`config.mk`:
```
export PLATFORM = sky130hd
export DESIGN_NAME = mod_addsub_seq
export DESIGN_NICKNAME = d
export VERILOG_FILES = /design/src/rtl/mod_addsub_seq.sv
export SDC_FILE = /design/constraint.sdc
export NUM_CORES = 2
export LEC_CHECK = 0
export BUFFER_PORTS_ARGS = -buffer_cell sky130_fd_sc_hd__buf_4
export CORE_AREA = 2 2 407 409
export CTS_BUF_LIST = sky130_fd_sc_hd__clkbuf_4 sky130_fd_sc_hd__clkbuf_8 sky130_fd_sc_hd__clkbuf_16
export CTS_CLUSTER_SIZE = 20
export DETAILED_ROUTE_END_ITERATION = 8
export DIE_AREA = 0 0 409 411
export PLACE_DENSITY = 0.78
export SLEW_MARGIN = 20
export SYNTH_ARGS = -nofsm -noshare
export SYNTH_HDL_FRONTEND = slang
export SYNTH_SLANG_ARGS = --single-unit
```
`constraint.sdc`:
```
create_clock -name clk -period 16.36 [get_ports clk]
set_clock_uncertainty 0.2 [all_clocks]
set_input_delay 0 -clock clk [delete_from_list [all_inputs] [get_ports clk]]
set_output_delay 0 -clock clk [all_outputs]
set_load 0.02 [all_outputs]
```
`src/rtl/mod_addsub_seq.sv`:
```
// Limb-serial modular adder/subtractor: out = (A+B) mod M or (A-B) mod M,
// one LIMB per cycle, with valid/ready handshakes and an operand range check.
module mod_addsub_seq #(
  parameter int WIDTH = 256,
  parameter int LIMB  = 64
) (
  input  logic             clk,
  input  logic             rst_n,
  input  logic             in_valid,
  output logic             in_ready,
  input  logic             in_mode,
  input  logic [WIDTH-1:0] opA,
  input  logic [WIDTH-1:0] opB,
  input  logic [WIDTH-1:0] opM,
  output logic             out_valid,
  input  logic             out_ready,
  output logic [WIDTH-1:0] out_data,
  output logic             out_err,
  output logic             busy
);

  localparam int NLIMB = WIDTH / LIMB;
  localparam int CW    = (NLIMB > 1) ? $clog2(NLIMB) : 1;
  localparam logic [CW-1:0] LAST = CW'(NLIMB - 1);

  localparam logic [1:0] S_IDLE = 2'd0;
  localparam logic [1:0] S_CALC = 2'd1;
  localparam logic [1:0] S_DONE = 2'd2;

  logic [1:0]       state_q, state_d;
  logic [CW-1:0]    cnt_q, cnt_d;
  logic [WIDTH-1:0] a_q, a_d, b_q, b_d, m_q, m_d;
  logic             mode_q, mode_d;
  // c1: add carry / sub borrow of the primary chain; c2: chain of the M-corrected value
  logic             c1_q, c1_d, c2_q, c2_d;
  logic             ba_q, ba_d, bb_q, bb_d, mnz_q, mnz_d;
  logic [WIDTH-1:0] p_q, p_d, t_q, t_d;
  logic [WIDTH-1:0] out_data_q, out_data_d;
  logic             out_err_q, out_err_d;
  logic             out_valid_q, out_valid_d;

  logic [LIMB-1:0]  a_l, b_l, m_l;
  logic [LIMB:0]    sum1, sum2, ra, rb;
  logic             c1_n, c2_n, ba_n, bb_n, mnz_n, sel_t;
  int               lsel;

  always_comb begin
    lsel = int'(cnt_q) * LIMB;
    a_l  = a_q[lsel +: LIMB];
    b_l  = b_q[lsel +: LIMB];
    m_l  = m_q[lsel +: LIMB];

    if (mode_q) begin
      sum1 = {1'b0, a_l} - {1'b0, b_l} - (LIMB+1)'(c1_q);
      sum2 = {1'b0, sum1[LIMB-1:0]} + {1'b0, m_l} + (LIMB+1)'(c2_q);
    end else begin
      sum1 = {1'b0, a_l} + {1'b0, b_l} + (LIMB+1)'(c1_q);
      sum2 = {1'b0, sum1[LIMB-1:0]} - {1'b0, m_l} - (LIMB+1)'(c2_q);
    end
    ra = {1'b0, a_l} - {1'b0, m_l} - (LIMB+1)'(ba_q);
    rb = {1'b0, b_l} - {1'b0, m_l} - (LIMB+1)'(bb_q);

    c1_n  = sum1[LIMB];
    c2_n  = sum2[LIMB];
    ba_n  = ra[LIMB];
    bb_n  = rb[LIMB];
    mnz_n = mnz_q | (|m_l);
    // Sub: borrow out means A<B, so add M back. Add: take s-M when s>=M.
    sel_t = mode_q ? c1_n : (c1_n | ~c2_n);
  end

  always_comb begin
    state_d     = state_q;
    cnt_d       = cnt_q;
    a_d         = a_q;
    b_d         = b_q;
    m_d         = m_q;
    mode_d      = mode_q;
    c1_d        = c1_q;
    c2_d        = c2_q;
    ba_d        = ba_q;
    bb_d        = bb_q;
    mnz_d       = mnz_q;
    p_d         = p_q;
    t_d         = t_q;
    out_data_d  = out_data_q;
    out_err_d   = out_err_q;
    out_valid_d = out_valid_q;

    case (state_q)
      S_IDLE: begin
        if (in_valid) begin
          a_d     = opA;
          b_d     = opB;
          m_d     = opM;
          mode_d  = in_mode;
          c1_d    = 1'b0;
          c2_d    = 1'b0;
          ba_d    = 1'b0;
          bb_d    = 1'b0;
          mnz_d   = 1'b0;
          cnt_d   = '0;
          state_d = S_CALC;
        end
      end
      S_CALC: begin
        c1_d  = c1_n;
        c2_d  = c2_n;
        ba_d  = ba_n;
        bb_d  = bb_n;
        mnz_d = mnz_n;
        p_d[lsel +: LIMB] = sum1[LIMB-1:0];
        t_d[lsel +: LIMB] = sum2[LIMB-1:0];
        if (cnt_q == LAST) begin
          out_data_d  = sel_t ? t_d : p_d;
          out_err_d   = ~ba_n | ~bb_n | ~mnz_n;
          out_valid_d = 1'b1;
          cnt_d       = '0;
          state_d     = S_DONE;
        end else begin
          cnt_d = cnt_q + CW'(1);
        end
      end
      S_DONE: begin
        if (out_ready) begin
          out_valid_d = 1'b0;
          state_d     = S_IDLE;
        end
      end
      default: state_d = S_IDLE;
    endcase
  end

  always_ff @(posedge clk or negedge rst_n) begin
    if (!rst_n) begin
      state_q     <= S_IDLE;
      cnt_q       <= '0;
      a_q         <= '0;
      b_q         <= '0;
      m_q         <= '0;
      mode_q      <= 1'b0;
      c1_q        <= 1'b0;
      c2_q        <= 1'b0;
      ba_q        <= 1'b0;
      bb_q        <= 1'b0;
      mnz_q       <= 1'b0;
      p_q         <= '0;
      t_q         <= '0;
      out_data_q  <= '0;
      out_err_q   <= 1'b0;
      out_valid_q <= 1'b0;
    end else begin
      state_q     <= state_d;
      cnt_q       <= cnt_d;
      a_q         <= a_d;
      b_q         <= b_d;
      m_q         <= m_d;
      mode_q      <= mode_d;
      c1_q        <= c1_d;
      c2_q        <= c2_d;
      ba_q        <= ba_d;
      bb_q        <= bb_d;
      mnz_q       <= mnz_d;
      p_q         <= p_d;
      t_q         <= t_d;
      out_data_q  <= out_data_d;
      out_err_q   <= out_err_d;
      out_valid_q <= out_valid_d;
    end
  end

  assign in_ready  = (state_q == S_IDLE);
  assign busy      = (state_q != S_IDLE);
  assign out_valid = out_valid_q;
  assign out_data  = out_data_q;
  assign out_err   = out_err_q;

endmodule
```
==> flow_metrics.env, run 1 <==
export IMPL_synth_area_top_cells="dfrtp_1, nand2_1, ha_1"
export IMPL_synth_ff_type="dfrtp_1"
export IMPL_grt_pass1_wl_um=914000
export IMPL_yosysTopAreaCellShare=0.412
export IMPL_die_h_um=411
export IMPL_grt_overflow_total=790
export IMPL_ys_types=114
export IMPL_grt_use_total=0.751
export IMPL_die_w_um=409
export IMPL_synth_edff_count=0
export IMPL_io_pins=1033
export IMPL_gp_congestion=1.02
export IMPL_io_buffers=1032
export IMPL_root_buffer="clkbuf_16"
export IMPL_htreeDepth=4
export IMPL_synth_area_mm2=0.0939
export IMPL_haltStage="5_1_grt"
export IMPL_synthCells=10900
export IMPL_ys_warn_count=0
export IMPL_grt_pass1_vias=122000
export IMPL_syn_nets=12300
export IMPL_syn_avg_cell_area_um2=8.65
export IMPL_ctsLongestPathBuffers=3
export IMPL_initial_utilization=0.573
export IMPL_synth_seq_cells=1548
export IMPL_status="did not finish"
export IMPL_error_line="[ERROR GRT-0116] Global routing finished with congestion. Check the congestion regions in the DRC Viewer."
export IMPL_rows=149
export IMPL_yosysTopAreaCell="dfrtp_1"
export IMPL_synth_most_common_cell="nand2_1"
export IMPL_cts_buffers=161
export IMPL_numClockSinks=1548
export IMPL_dp_hpwl_um=293000
export IMPL_cts_setup_buffers=0
export IMPL_grt_start_max_net_pins=226
export IMPL_dp_slack_ns=5.18
export IMPL_yosysSeqAreaShare=0.412
export IMPL_synth_commonest_cells="nand2_1, dfrtp_1, inv_1, o21ai_0, ha_1"
export IMPL_synthArstFlopShare=1.00
cells by family after synthesis:
family,Yosys count,share of synthesized area
AND/OR/NAND/NOR,4245,0.187
XOR/XNOR,221,0.0208
adder cells (fa/ha/maj),639,0.0858
AO/OA/AOI/OAI,2476,0.178
buffers and inverters,1421,0.0581
multiplexers,303,0.0584
flip-flops,1548,0.412
what timing repair did:
action / CTS
endpoints found under the hold margin: 1364
resized for setup: 0
hold buffers: 1649
metal layers:
layer,GRT overflow,track usage
met5,6,0.404
met2,439,0.916
met1,76,0.776
met3,69,0.598
met4,200,0.659
through the flow:
step / std cells / hold WS [ns] / instance area (um2)
after global placement: 13500 / -0.199 / 103000
after floorplan: 10900 / -0.496 / 93900
after CTS: 15500 / 0.0929 / 125000
after detailed placement: 13500 / -0.184 / 103000
==> run 2, diff against run 1 <==
==> config.mk (replaced) <==
export PLATFORM = sky130hd
export DESIGN_NAME = mod_addsub_seq
export DESIGN_NICKNAME = d
export VERILOG_FILES = /design/src/rtl/mod_addsub_seq.sv
export SDC_FILE = /design/constraint.sdc
export NUM_CORES = 2
export LEC_CHECK = 0
export BUFFER_PORTS_ARGS = -buffer_cell sky130_fd_sc_hd__buf_4
export CORE_MARGIN = 2
export CORE_UTILIZATION = 40
export DETAILED_ROUTE_END_ITERATION = 8
export PLACE_DENSITY_LB_ADDON = 0.15
export SLEW_MARGIN = 20
export SYNTH_ARGS = -nofsm -noshare
export SYNTH_HDL_FRONTEND = slang
export SYNTH_SLANG_ARGS = --single-unit
==> flow_metrics.env, run 2 <==
export IMPL_syn_nets=12300
export IMPL_ant_nets=0
export IMPL_status="finished clean"
export IMPL_tritoncts="yes"
export IMPL_grt_pass1_wl_um=647000
export IMPL_fmax_ghz=0.0897
export IMPL_insertion_delay_ns=0.88
export IMPL_htreeDepth=4
export IMPL_reg2reg_from="cnt_q[0]"
export IMPL_synth_area_mm2=0.0939
export IMPL_rsz0062_at_grt="no"
export IMPL_nNetsFinal=14700
export IMPL_cpLargestDelayFamily="simple AND/OR/NAND/NOR gates"
export IMPL_worstPathMaxFanout=90
export IMPL_ys_warn_count=0
export IMPL_fin_crit_sh=0.681
export IMPL_drive_above_1_share=0.139
export IMPL_setup_violations=0
export IMPL_synth_commonest_cells="nand2_1, dfrtp_1, inv_1, o21ai_0, ha_1"
export IMPL_hold_depth=5
export IMPL_coreArea_mm2=0.233
export IMPL_worstMarginPinSlew_ns=1.29
export IMPL_yosysTopAreaCellShare=0.412
export IMPL_clkTransAtPathRegs_ns=0.06
export IMPL_setup_tns_ns=0
export IMPL_post_drt_wl_per_cell_um=27.0
export IMPL_synth_most_common_cell="nand2_1"
export IMPL_critPathLaunchType="flip-flop"
export IMPL_hold_viol_final=0
export IMPL_holdPathEnd="a_q[10]"
export IMPL_final_max_slew_violation_count=0
export IMPL_drt_iter0_markers=10500
export IMPL_synthCells=10900
export IMPL_grt_pass1_vias=96300
export IMPL_hold_class="in -> reg"
export IMPL_slew_headroom=0.139
export IMPL_gp_congestion=0.978
export IMPL_grt_use_total=0.367
export IMPL_path_class="reg -> reg"
export IMPL_reg2reg_to="out_data[3]"
export IMPL_synth_seq_cells=1548
export IMPL_numClockSinks=1548
export IMPL_dp_cells=14500
export IMPL_max_cap_violations=0
export IMPL_top_usage_layer="met2"
export IMPL_ctsLongestPathBuffers=3
export IMPL_route_detailed_drc=0
export IMPL_yosysSeqAreaShare=0.412
export IMPL_io_buffers=1032
export IMPL_rows=177
export IMPL_cts_setup_buffers=0
export IMPL_grt_overflow_total=0
export IMPL_vias=95800
export IMPL_period_needed_ns=11.14
export IMPL_vias_per_cell=5.78
export IMPL_final_cell_mix="nand2_1, dlygate4sd3_1, dfrtp_1"
export IMPL_yosysTopAreaCell="dfrtp_1"
export IMPL_crit_top_cell="ha_1"
export IMPL_cp_arrival_ns=11.69
export IMPL_cp_required_ns=16.91
export IMPL_initial_utilization=0.403
export IMPL_drt_total_wl_um=448000
export IMPL_use_met1=0.478
export IMPL_io_pins=1033
export IMPL_die_h_um=489
export IMPL_die_w_um=489
export IMPL_grt_start_max_net_pins=220
export IMPL_synthArstFlopShare=1.00
export IMPL_grt_antenna_before_repair=67
export IMPL_critPathBufInv=4
export IMPL_crit_path_end_kind="flip-flop"
export IMPL_firstDrtPassIters=6
export IMPL_reg2reg_depth=27
export IMPL_use_met2=0.567
export IMPL_finalNonFillerCells=16600
export IMPL_ys_types=114
export IMPL_dp_hpwl_um=311000
export IMPL_met3_usage=0.0648
export IMPL_synth_ff_type="dfrtp_1"
export IMPL_finalCoreUtilization=0.547
export IMPL_cp_slowest_cell="dfrtp_4"
export IMPL_critPathMaxStageDelay_ns=0.98
export IMPL_synth_edff_count=0
export IMPL_min_delay_start="opA[10]"
export IMPL_syn_avg_cell_area_um2=8.65
export IMPL_root_buffer="clkbuf_16"
export IMPL_cts_buffers=171
export IMPL_die_area_mm2=0.239
export IMPL_synthToLayoutAreaGrowth_pct=35.8
export IMPL_synth_area_top_cells="dfrtp_1, nand2_1, ha_1"
export IMPL_r2r_setup_slack_ns=5.22
export IMPL_layout_commonest_cell="nand2_1"
run 2: cell type report:
| type | instances | area [um2] |
|---|---|---|
| clock inverters | 50 | 833 |
| clock buffers | 249 | 4960 |
| well taps | 3132 | 3920 |
| multi-input cells | 7884 | 50000 |
| repair buffers | 2878 | 26000 |
| inverters | 760 | 2860 |
| fillers | 20400 | 105000 |
| diodes | 74 | 185 |
| flip-flops and latches | 1548 | 38700 |
run 2: timing repair:
action | CTS | global route
hold buffers | 1677 | 0
resized for setup | 0 | 0
endpoints found under the hold margin | 1343 | 0
run 2: per-stage QoR:
step                      cell area [um2]  hold slack (ns)  setup WS, ns
after floorplan                     93900           -0.496          7.30
after global placement             105000           -0.111          5.21
after detailed placement           105000           -0.105          5.11
after CTS                          127000            0.146          5.10
after global routing               127000            0.231          4.48
final                              128000            0.218          5.22
run 2: how the worst max path moves through the flow:
stage / from / to / cells after the start
detailed placement: cnt_q[0] / out_data[3] / 28
global route: cnt_q[0] / out_data[2] / 28
CTS: cnt_q[0] / out_data[3] / 28
finish: cnt_q[0] / out_data[3] / 27
floorplan: cnt_q[0] / out_data[127] / 35
global placement: cnt_q[0] / out_data[3] / 28
run 2: worst min-delay path: stages:
cell	delay [ns]
dlygate4sd3_1	0.52
buf_4	0.09
dlygate4sd3_1	0.53
nand2_1	0.06
nand2_1	0.05
run 2: kinds of logic (layout without fill, tap and decap cells):
family | count (synthesis) | count (layout) | share of synthesized area
DFF | 1548 | 1548 | 0.412
buffers and inverters | 1421 | 3937 | 0.0581
other | 0 | 74 | 0
AOI/OAI and AO/OA | 2476 | 2476 | 0.178
adders and majority gates | 639 | 639 | 0.0858
muxes | 303 | 303 | 0.0584
and+or+nand+nor | 4245 | 4245 | 0.187
xor gates and xnor gates | 221 | 221 | 0.0208
run 2: metal layers:
layer / wire [um] / share of wire
met4: 32600 / 0.073
met3: 34300 / 0.077
met2: 198000 / 0.44
met5: 23 / 0.000051
met1: 183000 / 0.41
Power of run 2 is not shown: default switching activity piles up to over one toggle a cycle in this logic, so the estimate is an artifact.
